--- src/rtl/fetch_pkg.sv ---
// rtl/fetch_pkg.sv - shared state encoding and PC constants for the fetch sequencer
package fetch_pkg;

    localparam int PC_W = 16;
    localparam logic [PC_W-1:0] PC_STEP = 16'd1;

    typedef enum logic [1:0] {
        IDLE = 2'd0,
        BOOT = 2'd1,
        REQ  = 2'd2,
        HOLD = 2'd3
    } fetch_state_t;

endpackage

--- src/rtl/REGISTER.sv ---
// rtl/REGISTER.sv - plain enable-load register with no reset
module REGISTER #(
    parameter int WIDTH = 16
) (
    input  logic             clk,
    input  logic [WIDTH-1:0] data,
    input  logic             EN,
    output logic [WIDTH-1:0] out
);

    always_ff @(posedge clk) begin
        if (EN) begin
            out <= data;
        end
    end

endmodule

--- src/rtl/fetch_ctrl.sv ---
// rtl/fetch_ctrl.sv - instruction-fetch sequencer driving the PC/IR registers
// Optional fetch/discard counters are built when FETCH_PERF_EN is defined.
module fetch_ctrl
    import fetch_pkg::*;
#(
    parameter logic [PC_W-1:0] RESET_VECTOR = 16'h0000
) (
    input  logic            clk,
    input  logic            rst_n,
    input  logic [PC_W-1:0] pc,
    input  logic            stall,
    input  logic            branch_valid,
    input  logic [PC_W-1:0] branch_target,
    output logic            imem_req,
    output logic [PC_W-1:0] imem_addr,
    input  logic            imem_ack,
    input  logic [PC_W-1:0] imem_rdata,
    output logic [PC_W-1:0] pc_data,
    output logic            pc_en,
    output logic [PC_W-1:0] ir_data,
    output logic            ir_en
`ifdef FETCH_PERF_EN
    ,
    output logic [15:0]     fetch_count,
    output logic [15:0]     discard_count
`endif
);

    fetch_state_t    state, state_nxt;
    logic            branch_pend;
    logic [PC_W-1:0] pend_target;
    logic [PC_W-1:0] hold_q;
    logic            ack_in_req;
    logic            redirect;
    logic [PC_W-1:0] redirect_target;
    logic            hold_en;

    // A branch arriving with the ack is newer than any pending one.
    assign ack_in_req      = (state == REQ) && imem_ack;
    assign redirect        = branch_pend || branch_valid;
    assign redirect_target = branch_valid ? branch_target : pend_target;
    assign hold_en         = ack_in_req && !redirect && stall;

    REGISTER #(.WIDTH(PC_W)) u_hold (
        .clk  (clk),
        .data (imem_rdata),
        .EN   (hold_en),
        .out  (hold_q)
    );

    always_ff @(posedge clk or negedge rst_n) begin
        if (!rst_n) begin
            state <= IDLE;
        end else begin
            state <= state_nxt;
        end
    end

    always_ff @(posedge clk or negedge rst_n) begin
        if (!rst_n) begin
            branch_pend <= 1'b0;
            pend_target <= '0;
        end else if (state == REQ) begin
            if (imem_ack) begin
                branch_pend <= 1'b0;
            end else if (branch_valid) begin
                branch_pend <= 1'b1;
                pend_target <= branch_target;
            end
        end
    end

    always_comb begin
        state_nxt = state;
        imem_req  = 1'b0;
        imem_addr = '0;
        pc_en     = 1'b0;
        pc_data   = '0;
        ir_en     = 1'b0;
        ir_data   = '0;
        case (state)
            IDLE: state_nxt = BOOT;
            BOOT: begin
                pc_en     = 1'b1;
                pc_data   = RESET_VECTOR;
                state_nxt = REQ;
            end
            REQ: begin
                imem_req  = 1'b1;
                imem_addr = pc;
                if (imem_ack) begin
                    if (redirect) begin
                        pc_en   = 1'b1;
                        pc_data = redirect_target;
                    end else if (stall) begin
                        state_nxt = HOLD;
                    end else begin
                        ir_en   = 1'b1;
                        ir_data = imem_rdata;
                        pc_en   = 1'b1;
                        pc_data = pc + PC_STEP;
                    end
                end
            end
            HOLD: begin
                if (branch_valid) begin
                    pc_en     = 1'b1;
                    pc_data   = branch_target;
                    state_nxt = REQ;
                end else if (!stall) begin
                    ir_en     = 1'b1;
                    ir_data   = hold_q;
                    pc_en     = 1'b1;
                    pc_data   = pc + PC_STEP;
                    state_nxt = REQ;
                end
            end
            default: state_nxt = IDLE;
        endcase
    end

`ifdef FETCH_PERF_EN
    logic discard_evt;

    // A word dropped from the hold buffer by a branch was acked too.
    assign discard_evt = (ack_in_req && redirect) || ((state == HOLD) && branch_valid);

    always_ff @(posedge clk or negedge rst_n) begin
        if (!rst_n) begin
            fetch_count   <= '0;
            discard_count <= '0;
        end else begin
            if (ir_en && (fetch_count != 16'hFFFF)) begin
                fetch_count <= fetch_count + 16'd1;
            end
            if (discard_evt && (discard_count != 16'hFFFF)) begin
                discard_count <= discard_count + 16'd1;
            end
        end
    end
`endif

endmodule

--- config.mk ---
export PLATFORM = sky130hd
export DESIGN_NAME = fetch_ctrl
export DESIGN_NICKNAME = d
export VERILOG_FILES = /design/src/rtl/fetch_pkg.sv /design/src/rtl/REGISTER.sv /design/src/rtl/fetch_ctrl.sv
export SDC_FILE = /design/constraint.sdc
export NUM_CORES = 1
export LEC_CHECK = 0
export CAP_MARGIN = 20
export CORE_MARGIN = 3
export CORE_UTILIZATION = 30
export CTS_BUF_LIST = sky130_fd_sc_hd__clkbuf_4 sky130_fd_sc_hd__clkbuf_8
export CTS_CLUSTER_SIZE = 8
export DETAILED_ROUTE_END_ITERATION = 16
export GPL_ROUTABILITY_DRIVEN = 0
export PLACE_DENSITY_LB_ADDON = 0.05
export SYNTH_ARGS = -nofsm -noshare
export SYNTH_HDL_FRONTEND = slang
export SYNTH_HIERARCHICAL = 1
export SYNTH_SLANG_ARGS = --single-unit
--- constraint.sdc ---
create_clock -name clk -period 5.5 [get_ports clk]
set_input_delay 1.1 -clock clk [delete_from_list [all_inputs] [get_ports clk]]
set_output_delay 1.1 -clock clk [all_outputs]
set_load 0.02 [all_outputs]
Word-level counts from Yosys, hierarchy flattened
Cells that the tools add are included.
Storage, ports and cells
  flip-flop bits (word level): 35
  input port bits: 53
  output and inout port bits: 51
  word-level logic and storage cells: 54
Cells by class
  $add $sub $neg: 1
  equality and inequality tests: 7
  multiplexer cells: 31
  bitwise logic cells: 1
  reduce and logical (&&, ||, !) cells: 10
Operator list (number)
  16-bit 2-to-1 mux: 11
  16-bit case mux with 2 select lines: 2
  16-bit by 1-bit adder with 16-bit output (second input constant): 1
  1-bit 2-to-1 mux: 10
  2-bit 2-to-1 mux: 5
  2-bit case mux with 4 select lines: 1
  2-bit != test (second input constant): 3
  2-bit == test (second input constant): 2
  2-bit AND reduction: 2
  4-bit AND reduction: 1
  1-bit logical AND: 3
  3-bit != test (second input constant): 1
  1-bit case mux with 3 select lines: 1
  2-bit by 1-bit == test with 1-bit output (second input constant): 1
  2-bit logical NOT: 1
  1-bit case mux with 2 select lines: 1
  2-bit nonzero test: 1
  1-bit logical NOT: 1
  1-bit logical OR: 1
  1-bit NOT: 1

Depth between registers and ports, before layout
Gate-level depths: netlist (run 1).
  depth in word-level cells: 5
  mapped depth: 7
  gate-level depth less buffers: 5

Modules after synthesis
The synthesis (run 1) kept the hierarchy.
By module, submodules not included
  fetch_ctrl: times used 1, cells an instance 189, area each 1695.4 um^2, seq. area each 475.5 um^2
  REGISTER: times used 1, cells an instance 16, area each 480.5 um^2, seq. area each 480.5 um^2

Worst setup path after synthesis (run 1)
OpenSTA, ideal clock, no wires.
  kind: in2reg
  from: in stall
  to: reg u_hold.out[0], enable pin
  setup time: 0.436 ns
  arrival time: 3.160 ns
  data required time: 5.064 ns
  path slack: 1.904 ns
  stages on the path: 2
  path buffers: 1
  cells stage by stage: clkbuf_1 -> nor4b_1
Between the ends
  longest elaborated chain between the ends: 1
Ends and longest elaborated chain
  start: declaration: line fetch_ctrl.sv:11  | input logic stall,
  1-bit logical AND: line fetch_ctrl.sv:42  | assign hold_en = ack_in_req && !redirect && stall;
  via hold_en: line fetch_ctrl.sv:36  | logic hold_en;
  end signal: assignment: line REGISTER.sv:13  | out <= data;
  end: declaration: line REGISTER.sv:8  | output logic [WIDTH-1:0] out
The timed path passes the listed nets, and every way through them passes these cells.
A chain may end at the register's enable or synchronous reset.

Worst setup path after layout (run 1)
  from: in pc[0]
  to: out pc_data[14]
Between the ends
  longest elaborated chain between the ends: 5
  elaborated cells on any way between the ends: 6
  those cells by class: add/sub (1); mux (5)
Ends and longest elaborated chain
  start: declaration: line fetch_ctrl.sv:10  | input logic [PC_W-1:0] pc,
  16-bit by 1-bit adder with 16-bit output *: line fetch_ctrl.sv:101, fetch_ctrl.sv:114
  16-bit 2-to-1 mux *: line fetch_ctrl.sv:95, fetch_ctrl.sv:110
  16-bit 2-to-1 mux: line fetch_ctrl.sv:92  | if (redirect) begin
  16-bit 2-to-1 mux: line fetch_ctrl.sv:91  | if (imem_ack) begin
  16-bit case mux with 2 select lines *: line fetch_ctrl.sv:81  | case (state)
  end: declaration: line fetch_ctrl.sv:18  | output logic [PC_W-1:0] pc_data,
Every way passes the cells marked *; elsewhere a longest branch is shown, timed or not.

==> results.ini, run 1 <==
[worst_setup_path]
cp_num_buf_inv=2
critPathMaxStageDelay_ps=610
cp_num_cells=7
start_kind=primary input
rr_endpoint=pend_target[5]
startpoint=pc[0]
r2r_cells=4
arrival_ps=3760
path_cells=clkdlybuf4s50_1 -> ha_1 -> nand3_1 -> or4_1 -> or3_1 -> nand3_1 -> clkdlybuf4s50_1
timing.rr.start=state[0]
rrSetupSlack_ps=3070
cp.required_ps=4400
path_class=in2out
slowest_stage=clkdlybuf4s50_1
cpLargestDelayFamily=buffers and inverters
cp-end-kind=output pin
path_max_fanout=6
crit_end=pc_data[14]

[drt]
drt_iter0_markers=80
vias_per_cell=5.03
wire_per_inst_um=16.3
num_vias=2038
dr.pass1.iters=4
routed_wl_um=6590
remaining_drc_errors=0
drtAntennaViolNets=0

[pwr]
power_density_nw_per_um2=225
vdd.ir_drop.worst_v=0.000106
power_frac_comb_pct=28.3
power.total_uw=766
leakage_nw=1.21
internal-power_uw=549
clockPowerShare_pct=30.9
power.share.sequential_pct=40.9
p_switching_uw=217
p_sw_share_pct=28.3

[layout]
fin_util_pct=49.2
instances_no_fill=405
diodes=0
nets=362
drive_gt1_share_pct=13.6
area_growth_pct=56.2

[place]
dp_cells=397
dp_worst_setup_slack_ps=660
io_buffers=103
dpl.hpwl_um=5010

[global_route]
grtUsageTotal_pct=15.6
use_met3_pct=4.64
met1_usage_pct=20.6
grt_pass1_vias=1966
grt_pass1_wl_um=10400
use_met2_pct=24.3
top_usage_layer=met2
grt_max_degree=20
overflow=0
antenna_found_initial=0

[clock_tree]
numCtsBuffers=5
clock_path_buffers=2
cts_sinks=35
htree_levels=2
root_buffer=clkbuf_8
clkTransAtPathRegs_ps=80
ctsResizeCount=0
hold_buffers=0
cts_tree=done
clk_latency_ps=290
post-cts-setup-buffer-count=0

[floorplan]
rows=30
die_h_um=91.2
start_util_pct=31.5
core-area_um2=6910
ioPinCount=104
dieArea_um2=8310
floorplan.die.width_um=91.2

[sta]
slew_headroom_pct=37.2
fin_crit_ps=4860
finalCritPeriodShare_pct=88.4
setup_ws_ps=640
setup_viol_count_final=0
drv_slew=0
hold_viol_final=0
rsz0062_at_grt=false
tightest_slew_ps=940
fmax_mhz=206
clock_skew_ps=6.45
tns_ps=0

[logic_synthesis]
synth_top_area_share_pct=22.1
synth-seq-cells=35
yosys-top-cells-area=edfxtp_1 (22%), dfrtp_1 (22%), mux2_2 (8.3%)
synth_edf_count=16
yosysSeqAreaShare_pct=43.9
yosys_most_used_dff=dfrtp_1
syn_inst=205
synthesis.nets=259
synth_xor_area_share_pct=4.03
synth_compound_area_share_pct=19.8
avgSynthCellArea_um2=10.6
synthMuxAreaShare_pct=8.28
synth_common_cells=dfrtp_1 (19), a22o_1 (16), edfxtp_1 (16), mux2_2 (16), a22oi_1 (13)
syn_area_um2=2180
synthArstFlopShare_pct=54.3
yosysTopAreaCell=edfxtp_1
ys_warn_count=6
synth_adder_area_share_pct=0.575
synthMostInstantiatedCell=dfrtp_1
synth-simple-area-share_pct=18.1
synth_cell_types=52
synth_top_family_by_area=compound AO/OA/AOI/OAI gates

[min_path]
hold_path.class=reg2reg

[outcome]
outcome=completed

[flow_run]
drv_cap=0

-- stage by stage --
step / hold WS (ps) / area [µm²]
floorplan: 480 / 2180
global route: 530 / 3400
finish: 514 / 3400
CTS: 515 / 3400
global placement: 491 / 3290
detailed placement: 496 / 3290
-- power groups by stage --
| stage | Combinational, mW | Clock [mW] | Sequential [mW] |
|---|---|---|---|
| 2_1_floorplan | 0.109 | 0 | 0.312 |
| 5_1_grt | 0.233 | 0.253 | 0.316 |
| 3_5_place_dp | 0.218 | 0 | 0.318 |
| 3_3_place_gp | 0.217 | 0 | 0.317 |
| 4_1_cts | 0.219 | 0.241 | 0.313 |
| 6_report | 0.217 | 0.236 | 0.313 |
-- registers in the layout (all words and copies together), names as in the netlist --
name	count
state	2
pend_target	16
branch_pend	1
u_hold/out	16
-- how the worst min path moves through the flow --
| stage | start | to | slack, ps | cells past startpoint |
|---|---|---|---|---|
| CTS | pend_target[9] | pend_target[9] | 510 | 1 |
| global route | pend_target[8] | pend_target[8] | 530 | 1 |
| detailed placement | pend_target[9] | pend_target[9] | 500 | 1 |
| floorplan | pend_target[4] | pend_target[4] | 480 | 1 |
| global placement | pend_target[6] | pend_target[6] | 490 | 1 |
| finish | pend_target[12] | pend_target[12] | 510 | 1 |
-- final cells by class --
| type | count | area [µm²] |
|---|---|---|
| clock buffer | 5 | 68.8 |
| fill | 688 | 3510 |
| multi-input combinational | 151 | 1120 |
| tap | 96 | 120 |
| inverter | 7 | 26.3 |
| timing repair buffer | 108 | 1070 |
| sequential | 35 | 956 |
| clock inverter | 3 | 43.8 |
-- cell families after synthesis --
kind of cell / count (synthesis)
and+or+nand+nor: 65
DFF: 35
buffers and inverters: 19
AOI/OAI and AO/OA: 59
xor gates and xnor gates: 10
adders and majority gates: 1
muxes: 16
-- placed cells by master, fill, tap and decap left out, types with 8 or more instances in the layout --
cell	instances
clkdlybuf4s50_1	103
dfrtp_1	19
a22o_1	16
mux2_2	16
edfxtp_1	16
a22oi_1	13
and2_1	12
o21ai_0	10
nand3_1	10
xnor2_1	8
-- layer usage --
metal / part of all wire (%) / routed length (µm)
met2: 45 / 2960
met5: 0 / 0
met1: 46 / 3060
met3: 7.4 / 487
met4: 1.2 / 80
-- worst register-to-register path: stages, from the launching register on --
cell	delay (ps)
dfrtp_1	510
and2b_1	580
nand2_1	130
nor2_2	680
mux2_2	420
No activity file was read; power rests on OpenSTA's default activity.
==> run 2, diff against run 1 <==
- CAP_MARGIN: 20 -> unset
==> results of run 2 <==
Same layout as run 1: the final DEF is identical, and so are final timing and power.
